==> src/rtl/serial_adder_controller.sv <==
// Bit-serial W-bit adder: latches operands on start, pushes one bit pair per clock
// through a single full_adder (LSB first) and presents {carry_out, sum} with a done pulse.

module full_adder (
  input  logic i_a,
  input  logic i_b,
  input  logic i_c,
  output logic o_s,
  output logic o_c
);
  assign o_s = i_a ^ i_b ^ i_c;
  assign o_c = (i_a & i_b) | (i_c & (i_a ^ i_b));
endmodule

module serial_adder_controller #(
  parameter int unsigned W = 8
) (
  input  logic         i_clk,
  input  logic         i_rst_n,
  input  logic         i_start,
  input  logic [W-1:0] i_a,
  input  logic [W-1:0] i_b,
  input  logic         i_carry_in,
  output logic         o_busy,
  output logic         o_done,
  output logic [W-1:0] o_sum,
  output logic         o_carry_out
);

  localparam int unsigned CntW = (W > 1) ? $clog2(W) : 1;

  typedef enum logic [1:0] {StIdle, StRun, StDone} state_e;

  state_e          r_state, w_state_next;
  logic [W-1:0]    r_a, r_b;
  logic [W-2:0]    r_res;
  logic            r_carry;
  logic [CntW-1:0] r_cnt;
  logic [W-1:0]    r_sum;
  logic            r_cout;

  logic            w_fa_s, w_fa_c;
  logic            w_accept, w_last;
  logic [W-1:0]    w_res_next;

  full_adder u_fa (
    .i_a (r_a[0]),
    .i_b (r_b[0]),
    .i_c (r_carry),
    .o_s (w_fa_s),
    .o_c (w_fa_c)
  );

  assign w_accept   = i_start && (r_state != StRun);
  assign w_last     = (r_state == StRun) && (r_cnt == CntW'(W - 1));
  // New sum bit enters at the MSB; after W shifts bit i sits at position i.
  assign w_res_next = {w_fa_s, r_res};

  always_ff @(posedge i_clk or negedge i_rst_n) begin
    if (!i_rst_n) begin
      r_state <= StIdle;
    end else begin
      r_state <= w_state_next;
    end
  end

  always_comb begin
    w_state_next = r_state;
    unique case (r_state)
      StIdle:  if (i_start) w_state_next = StRun;
      StRun:   if (w_last) w_state_next = StDone;
      StDone:  w_state_next = i_start ? StRun : StIdle;
      default: w_state_next = StIdle;
    endcase
  end

  always_comb begin
    o_busy      = (r_state == StRun);
    o_done      = (r_state == StDone);
    o_sum       = r_sum;
    o_carry_out = r_cout;
  end

  always_ff @(posedge i_clk or negedge i_rst_n) begin
    if (!i_rst_n) begin
      r_a     <= '0;
      r_b     <= '0;
      r_res   <= '0;
      r_carry <= 1'b0;
      r_cnt   <= '0;
      r_sum   <= '0;
      r_cout  <= 1'b0;
    end else if (w_accept) begin
      r_a     <= i_a;
      r_b     <= i_b;
      r_carry <= i_carry_in;
      r_cnt   <= '0;
      r_res   <= '0;
    end else if (r_state == StRun) begin
      r_a     <= r_a >> 1;
      r_b     <= r_b >> 1;
      r_carry <= w_fa_c;
      r_res   <= w_res_next[W-1:1];
      r_cnt   <= r_cnt + CntW'(1);
      if (w_last) begin
        r_sum  <= w_res_next;
        r_cout <= w_fa_c;
      end
    end
  end

endmodule

==> config.mk <==
export PLATFORM = sky130hd
export DESIGN_NAME = serial_adder_controller
export DESIGN_NICKNAME = d
export VERILOG_FILES = /design/src/rtl/serial_adder_controller.sv
export SDC_FILE = /design/constraint.sdc
export NUM_CORES = 1
export LEC_CHECK = 0
export ABC_AREA = 1
export BUFFER_PORTS_ARGS = -buffer_cell sky130_fd_sc_hd__buf_2
export CORE_UTILIZATION = 54
export DETAILED_ROUTE_END_ITERATION = 10
export MAX_ROUTING_LAYER = met4
export PLACE_DENSITY_LB_ADDON = 0.25
export SLEW_MARGIN = 40
export SYNTH_ARGS = -nofsm -noshare
export SYNTH_HDL_FRONTEND = slang
export SYNTH_HIERARCHICAL = 1
export SYNTH_SLANG_ARGS = --single-unit
==> constraint.sdc <==
create_clock -name i_clk -period 1.4 [get_ports i_clk]
set_input_delay 0.07 -clock i_clk [delete_from_list [all_inputs] [get_ports i_clk]]
set_output_delay 0.07 -clock i_clk [all_outputs]
set_load 0.1 [all_outputs]
# == Word level (Yosys, flattened, before mapping) ==
# Index checks and enable logic that the tools add are counted.
# Widths: inputs -> output; s select.
# totals
mem_count,0
mem_bits_rw,0
rom_bits,0
register_bits,38
in_bits,20
latchBits,0
output_inout_bits,11
elab_cells,41
# op_classes
bitwise,6
order_cmp,0
div,0
n_shift,0
n_addsub,1
mux,14
mul,0
n_reduce_logical,6
eq_ne,6
# ops
cell,count
$mux 8,4
$mux 7,2
$mux 3,2
$pmux 2 s3,1
$mux 2,2
$ne 2x1->1 const B,2
$add 3x1->3 const B,1
$eq 3x3->1 const B,1
$mux 1,3
$reduce_and 3->1,1
$and 1x1->1,2
$eq 2x1->1 const B,1
$eq 2x2->1 const B,1
$logic_and 1x1->1,2
$logic_not 2->1,1
$ne 2x2->1 const B,1
$reduce_and 2->1,1
$reduce_bool 2->1,1
$xor 1x1->1,2
$not 1->1,1
$or 1x1->1,1

# == Longest topological paths before layout ==
# Gate-level depths: netlist of run 1.
# logic_depth
ltp_word,5
depth_mapped,6
depth_no_buf,6

# == Modules after synthesis ==
# The synthesis of run 1 kept the hierarchy.
# modules_own_cells
module,n_inst,area_each_um2,cells_per_inst,seq_area_each_um2
serial_adder_controller,1,1742.9,183,950.9
full_adder,1,20.0,1,0.0

# == Least setup slack after synthesis of run 1 ==
# No wires, ideal clock.
# synth_path
path_type,register to output
startpoint,register r_state[1]
endpoint,output port o_done
required_time_ns,1.330
stages_incl_launch_ff,3
n_path_buf,0
arrival_time_ns,1.688
slack_ns,-0.358
path_cell_list,dfrtp_1 inv_2 nor2_1
# synth_between
elab_chain_cells,1
# synth_lines
item,line_no,rtl
"start, declared",34,"state_e r_state, w_state_next;"
"start signal, assigned",61,r_state <= StIdle;
"start signal, assigned",63,r_state <= w_state_next;
$eq 2x2->1,79,o_done = (r_state == StDone);
"end, declared",25,"output logic o_done,"
# Every way passes these cells.

# == Worst setup path in the final report of run 1 ==
# layout_path
startpoint,register r_state[0]
endpoint,output port o_busy
# layout_between
elab_chain_cells,1
# layout_lines
item,line_no,rtl
$eq 2x1->1,78,o_busy = (r_state == StRun);
"end, declared",24,"output logic o_busy,"
# Every way passes these cells.

==> results of run 1 <==
[routing by layer]
| layer | up-vias | global-route usage (%) |
|---|---|---|
| li1 | 699 | - |
| met4 | 0 | 7.143 |
| met3 | 7 | 7.205 |
| met5 | - | - |
| met1 | 678 | 30.99 |
| met2 | 23 | 37.50 |
[power groups by stage]
stage | clock network (W) | logic, W | registers (W)
finish | 0.000612 | 0.00266 | 0.00187
global route | 0.000668 | 0.00284 | 0.00193
global placement | 0 | 0.00256 | 0.00186
detailed placement | 0 | 0.00261 | 0.00189
CTS | 0.000618 | 0.00266 | 0.00187
floorplan | 0 | 0.00134 | 0.00274
[layout by cell type (no fill, tap or decap), types with 2 or more instances in the layout]
cell and count:
ha_1 2, buf_2 28, buf_4 2, dfrtp_1 38, nand2_2 2, inv_2 4, nand3_2 10, dlygate4sd3_1 18
nand2_1 62, clkbuf_4 5, nand3_1 49, buf_12 3
[logic make-up after synthesis]
| family | count (synthesis) | share of synthesized area (%) |
|---|---|---|
| buffers and inverters | 15 | 7.380 |
| AND/OR/NAND/NOR | 126 | 35.49 |
| AO/OA/AOI/OAI | 2 | 0.6387 |
| adder cells (fa/ha/maj) | 3 | 2.555 |
| flip-flops | 38 | 53.94 |
[cell type report]
cell class                      count  share of cell area [%]
Tap cell                           44                   2.548
Multi-Input combinational cell    131                   31.67
Inverter                            4                  0.6948
Sequential cell                    38                   44.01
Clock inverter                      1                  0.2316
Clock buffer                        7                   2.548
Timing Repair Buffer               51                   18.30
[registers in the layout, summed over array words and instances, names as in the netlist]
| name | cells |
|---|---|
| o_carry_out | 1 |
| o_sum | 8 |
| r_a | 8 |
| r_b | 8 |
| r_carry | 1 |
| r_cnt | 3 |
| r_res | 7 |
| r_state | 2 |
[through the flow]
step	setup slack (ns)	power, W	util, %	hold slack, ns
finish	0.08650	0.005140	70.20	0.1446
global route	0.02689	0.005438	70.20	0.1446
detailed placement	0.08933	0.004502	62.32	0.1449
global placement	0.1740	0.004421	62.32	0.1341
floorplan	0.1049	0.004081	-	-0.2256
CTS	0.07145	0.005145	70.20	0.1291
[worst max-delay path, stage by stage (launching register included)]
cell,delay (ns)
dfrtp_1,0.45
inv_2,0.06
nor2_4,0.17
buf_12,0.20
[worst max path at each step]
stage	slack (ns)	depth (start not counted)	endpoint
2_1_floorplan	0.10	1	o_done
3_3_place_gp	0.17	6	o_carry_out
3_5_place_dp	0.09	6	o_sum[2]
4_1_cts	0.07	6	o_sum[2]
5_1_grt	0.03	3	o_busy
6_report	0.09	3	o_busy
[what timing repair did]
action,CTS,global route
hold endpoints to repair,55,0
resized for setup,1,1
pin swaps,0,0
buffers inserted,0,0
setup endpoints to repair,1,2
hold buffers,18,0
==> flow_summary.yaml, run 1 <==
drt:
  vias_per_cell: 5.098
  ant_nets: 0
  wl_met2_mm: 1.786
  wl_met1_mm: 1.645
  top_layer: "met4"
  routed-via-count: 1407
  wl_per_cell_um: 13.04
  dr_wl_met3_um: 113
  totalWireLength_mm: 3.600
  firstDrtPassIters: 4
  drcViolationCount: 0
  drt_iter0_drc: 104
outcome:
  status: "finished clean"
place:
  dp_cells: 250
  io_buffers: 30
  dp_hpwl_mm: 2.186
  post_dp_cell_area_mm2: 0.001918
  gp_congestion: 0.7746
min_path:
  hold_start: "i_start"
  whs_path_depth: 3
  holdPathEnd: "r_b[6]"
  hp-class: "input pin to flip-flop"
synthesis:
  synthCells: 184
  avgSynthCellArea_um2: 9.581
  yosys_warnings: 6
  synth-seq-cells: 38
  synth-edff-count: 0
  ys_seq_area_share_pct: 53.94
  synth_cell_types: 18
  synthFlopType: "dfrtp_1"
  async_reset_ff_share_pct: 100.0
  yosys.area.top_type: "dfrtp_1"
  synth.area.top_cells: "dfrtp_1, nand3_1, nand2_1"
  synthDominantCellAreaShare_pct: 53.94
  synth_most_common_cell: "nand2_1"
  synth_area_mm2: 0.001763
  synth_nets: 207
  synthTopCellsByCount: "nand2_1, nand3_1, dfrtp_1"
clock_tree:
  cts_buffer_depth: 2
  cts.clk_slew.worst_paths_ns: 0.11
  clock_latency_ns: 0.35
  numClockSinks: 38
  htree_levels: 2
  cts_buffers: 5
  cts-root-buf: "clkbuf_4"
  cts_tree: "done"
die:
  pin_count: 31
  core_area_mm2: 0.003078
  rows: 20
  start_util_pct: 57.28
  die_x_um: 59.14
  die_area_mm2: 0.003497
  fp.dieH_um: 59.14
pwr:
  clkPwrFrac_pct: 11.9
  p_seq_share_pct: 36.4
  p_per_area_mw_per_mm2: 2379
  p_sw_w: 0.002631
  p_sw_share_pct: 51.18
  intPower_w: 0.002510
  power_frac_comb_pct: 51.7
  p_leak_nw: 1.104
  ir_drop_v: 0.001376
critical_path:
  worst_setup_path_end_kind: "output pin"
  reg2reg_to: "o_sum[0]"
  rr_worst_depth: 6
  regToRegSetupSlack_ns: 0.12
  cp.arrival_ns: 1.24
  cp.required_ns: 1.33
  crit_fanout: 4
  reg2reg_from: "r_cnt[0]"
  cp-startpoint: "r_state[0]"
  startpoint_type: "flip-flop"
  critical_path_class: "flip-flop to output pin"
layout:
  multi_input_area_um2: 684.4
  nets: 254
  final_cells: 276
  area_growth_pct: 22.57
  num_antenna_cells: 0
  fillers: 252
  design_area_mm2: 0.002161
  drive_gt1_share_pct: 25.43
  ff_latch_area_um2: 950.9
global_routing:
  antenna_found_initial: 0
  overflow: 0
  grt_pass1_vias: 1291
  grt_pass1_wl_mm: 5.913
  grt_max_degree: 48
  grt_use_total_pct: 24.22
sta:
  fin_tns_setup_ns: 0
  final-setup-viol-count: 0
  final_max_slew_viol_count: 0
  max_freq_mhz: 761.3
  min_period_ns: 1.313
  worst_slew_pin_slew_ns: 0.5157
  finalHoldViolations: 0
  rsz0062_at_grt: "false"
  finClkSkew_ns: 0.007015
  fin_crit_sh_pct: 93.82
  worst_slew_margin_rel_pct: 65.57
run:
  drv_cap: 0
Note: power is estimated with default switching activity, not from simulation.
==> inputs of run 2 (changes only) <==
--- a/config.mk
+++ b/config.mk
@@ -7,5 +7,5 @@
 export LEC_CHECK = 0
-export ABC_AREA = 1
+export ABC_AREA = 0
 export BUFFER_PORTS_ARGS = -buffer_cell sky130_fd_sc_hd__buf_2
-export CORE_UTILIZATION = 54
+export CORE_UTILIZATION = 49
 export DETAILED_ROUTE_END_ITERATION = 10
==> constraint.sdc (replaced) <==
create_clock -name i_clk -period 1.1 [get_ports i_clk]
set_input_delay 0.055 -clock i_clk [delete_from_list [all_inputs] [get_ports i_clk]]
set_output_delay 0.055 -clock i_clk [all_outputs]
set_load 0.005 [all_outputs]
==> run 2 against run 1 <==
  * Global-route usage down 3.5 points
  * Non-clock buffer count down 1
  * Sequential power grew 27%
  * The flow now finishes with violations (negative setup slack)
  * Clock power increased by 42%
  * Power is 25% higher
  * Critical endpoint is now o_sum[6]
  * Sequential share of layout area is 3.9 points lower
  * Wire length decreased by 2.6%
  * Combinational power grew 20%
  * Sequential cell count stayed put
  * Design area increased by 9.8%
  * Critical path depth increased by 2
  * Highest routed layer unchanged
==> flow_summary.yaml, run 2 <==
clock_tree:
  cts_buffer_depth: 2
  cts_tree: "done"
  numClockSinks: 38
  cts-root-buf: "clkbuf_4"
  cts_buffers: 5
  cts.clk_slew.worst_paths_ns: 0.11
  clock_latency_ns: 0.34
  htree_levels: 2
synthesis:
  synthDominantCellAreaShare_pct: 52.96
  yosys.area.top_type: "dfrtp_1"
  synthCells: 118
  synth.area.top_cells: "dfrtp_1, mux2_2, mux2_4"
  ys_seq_area_share_pct: 52.96
  synth_area_mm2: 0.001795
  synth-edff-count: 0
  synth_nets: 141
  synthTopCellsByCount: "dfrtp_1, mux2_2, mux2_4"
  synthFlopType: "dfrtp_1"
  synth_cell_types: 15
  synth_most_common_cell: "dfrtp_1"
  avgSynthCellArea_um2: 15.22
  yosys_warnings: 6
  synth-seq-cells: 38
  async_reset_ff_share_pct: 100.0
critical_path:
  reg2reg_from: "r_cnt[0]"
  rr_worst_depth: 5
  critical_path_class: "flip-flop to flip-flop"
  worst_setup_path_end_kind: "flip-flop"
  crit_chain: "ha_2 -> ha_2 -> nand3b_1 -> buf_6 -> mux2_4"
  cp.buffers_inverters: 1
  regToRegSetupSlack_ns: -0.38
  critical-path-top-delay-family: "flip-flops"
  cpMostUsedCell: "ha_2"
  startpoint_type: "flip-flop"
  reg2reg_to: "o_sum[6]"
  crit_slowest_cell: "dfrtp_1"
  cpPeakStageDelay_ns: 0.41
  cp.arrival_ns: 1.70
  cp.required_ns: 1.32
  crit_fanout: 7
die:
  die_x_um: 62.53
  pin_count: 31
  fp.dieH_um: 62.53
  core_area_mm2: 0.003416
  die_area_mm2: 0.003910
  start_util_pct: 52.56
  rows: 21
layout:
  final_cell_mix: "dfrtp_1, mux2_4, buf_2"
  area_growth_pct: 32.20
  drive_gt1_share_pct: 64.50
  final_util_pct: 69.49
  layout_commonest_cell: "dfrtp_1"
  fillers: 251
  nets: 191
  ff_latch_area_um2: 950.9
  multi_input_area_um2: 845.8
  num_antenna_cells: 0
pwr:
  p_leak_nw: 1.215
  clkPwrFrac_pct: 13.4
  p_seq_share_pct: 37.0
  p_sw_share_pct: 29.04
  ir_drop_v: 0.001374
  intPower_w: 0.004570
  p_per_area_mw_per_mm2: 2714
  p_sw_w: 0.001870
  power_frac_comb_pct: 49.6
global_routing:
  grt_pass1_wl_mm: 5.837
  grt_pass1_vias: 1174
  grt_max_degree: 39
  antenna_found_initial: 0
  overflow: 0
  grt_use_total_pct: 20.67
min_path:
  hold_start: "i_a[3]"
  holdPathEnd: "r_a[3]"
  hp-class: "input pin to flip-flop"
  whs_path_depth: 3
outcome:
  status: "finished with violations"
  violations: "negative setup slack"
drt:
  drt_iter0_drc: 30
  vias_per_cell: 5.112
  wl_per_cell_um: 16.31
  drcViolationCount: 0
  routed-via-count: 1099
  ant_nets: 0
  firstDrtPassIters: 3
  totalWireLength_mm: 3.506
sta:
  worst_slew_pin_slew_ns: 0.4756
  finalHoldViolations: 0
  hold-worst-slack_ns: 0.06350
  worst_slew_margin_rel_pct: 68.30
  final_max_slew_viol_count: 0
  fin_crit_sh_pct: 134.5
  finClkSkew_ns: 0.007102
  rsz0062_at_grt: "true"
  min_period_ns: 1.480
  final-setup-viol-count: 38
  fin_ws_ns: -0.3796
  max_freq_mhz: 675.9
place:
  gp_congestion: 0.6786
  io_buffers: 30
  dp_hpwl_mm: 2.085
run:
  drv_cap: 0
==> run 2: cell count changes in the layout (fill, tap and decap cells not counted), sizes merged <==
| cell | before | now |
|---|---|---|
| nand2 | 64 | 0 |
| nand3 | 59 | 0 |
| mux2 | 0 | 48 |
| dlygate4sd3 | 18 | 3 |
| buf | 33 | 47 |
| nor2b | 0 | 10 |
| mux2i | 0 | 3 |
| inv | 4 | 2 |
| nand2b | 0 | 2 |
| clkbuf | 7 | 8 |
| nand3b | 0 | 1 |
| nor2 | 3 | 2 |
| o21ai | 1 | 0 |
==> run 2: layout make-up <==
class                           count  share of cell area [%]
Tap cell                           46                   2.425
Sequential cell                    38                   40.06
Timing Repair Buffer               50                   17.55
Multi-Input combinational cell     70                   35.64
Inverter                            3                   1.002
Clock buffer                        8                   3.321
==> run 2: cell families after synthesis <==
kind of cell / share of synthesized area, %
mux: 34.70
flops: 52.96
simple gates: 5.018
buf+inv: 4.460
fa+ha+maj: 2.509
compound gates: 0.3487
==> run 2: power by group through the flow <==
stage / registers [W] / logic, W / clock network, W
floorplan: 0.00230 / 0.00185 / 0
global placement: 0.00235 / 0.00225 / 0
detailed placement: 0.00239 / 0.00231 / 0
CTS: 0.00237 / 0.00281 / 0.000910
global route: 0.00246 / 0.00341 / 0.000968
finish: 0.00238 / 0.00319 / 0.000866
==> run 2: worst max path at each step <==
stage,from,end,slack (ns),cells after the start
after CTS,r_cnt[0],o_sum[4],-0.35,5
after global placement,r_cnt[1],o_carry_out,-0.32,5
after detailed placement,r_cnt[0],o_sum[6],-0.34,5
final,r_cnt[0],o_sum[6],-0.38,5
after floorplan,r_cnt[0],o_carry_out,-0.27,5
after global routing,r_cnt[0],o_sum[6],-0.44,5
==> run 2: routing by layer <==
metal / routed length, µm / GRT usage (%)
met5: 0 / -
met4: 81 / 7.849
met3: 150 / 6.752
met2: 1812 / 32.88
met1: 1461 / 24.34
==> run 2: repair_timing <==
| action | 4_1_cts | 5_1_grt |
|---|---|---|
| hold endpoints to repair | 40 | 0 |
| buffers inserted | 4 | 3 |
| hold buffers | 3 | 0 |
| pin swaps | 2 | 2 |
| setup endpoints to repair | 37 | 38 |
| resized for setup | 10 | 19 |
| cloned | 2 | 0 |
==> run 2: per-stage QoR <==
stage	TNS [ns]	cell area, µm²	setup slack, ns	std cells	power, W
6_report	-7.640	2374	-0.3796	215	0.006441
5_1_grt	-9.264	2374	-0.4354	215	0.006836
3_5_place_dp	-5.727	2058	-0.3380	195	0.004697
4_1_cts	-5.832	2281	-0.3520	212	0.006087
2_1_floorplan	-3.913	1854	-0.2676	118	0.004144
3_3_place_gp	-5.164	2058	-0.3174	195	0.004592
==> run 2: worst register-to-register path: cells and delay by family, from the launching register on <==
kind / cells / cell delay [ns]
muxes: 1 / 0.30
DFF: 1 / 0.41
buffers and inverters: 1 / 0.17
adders and majority gates: 2 / 0.36
and+or+nand+nor: 1 / 0.13
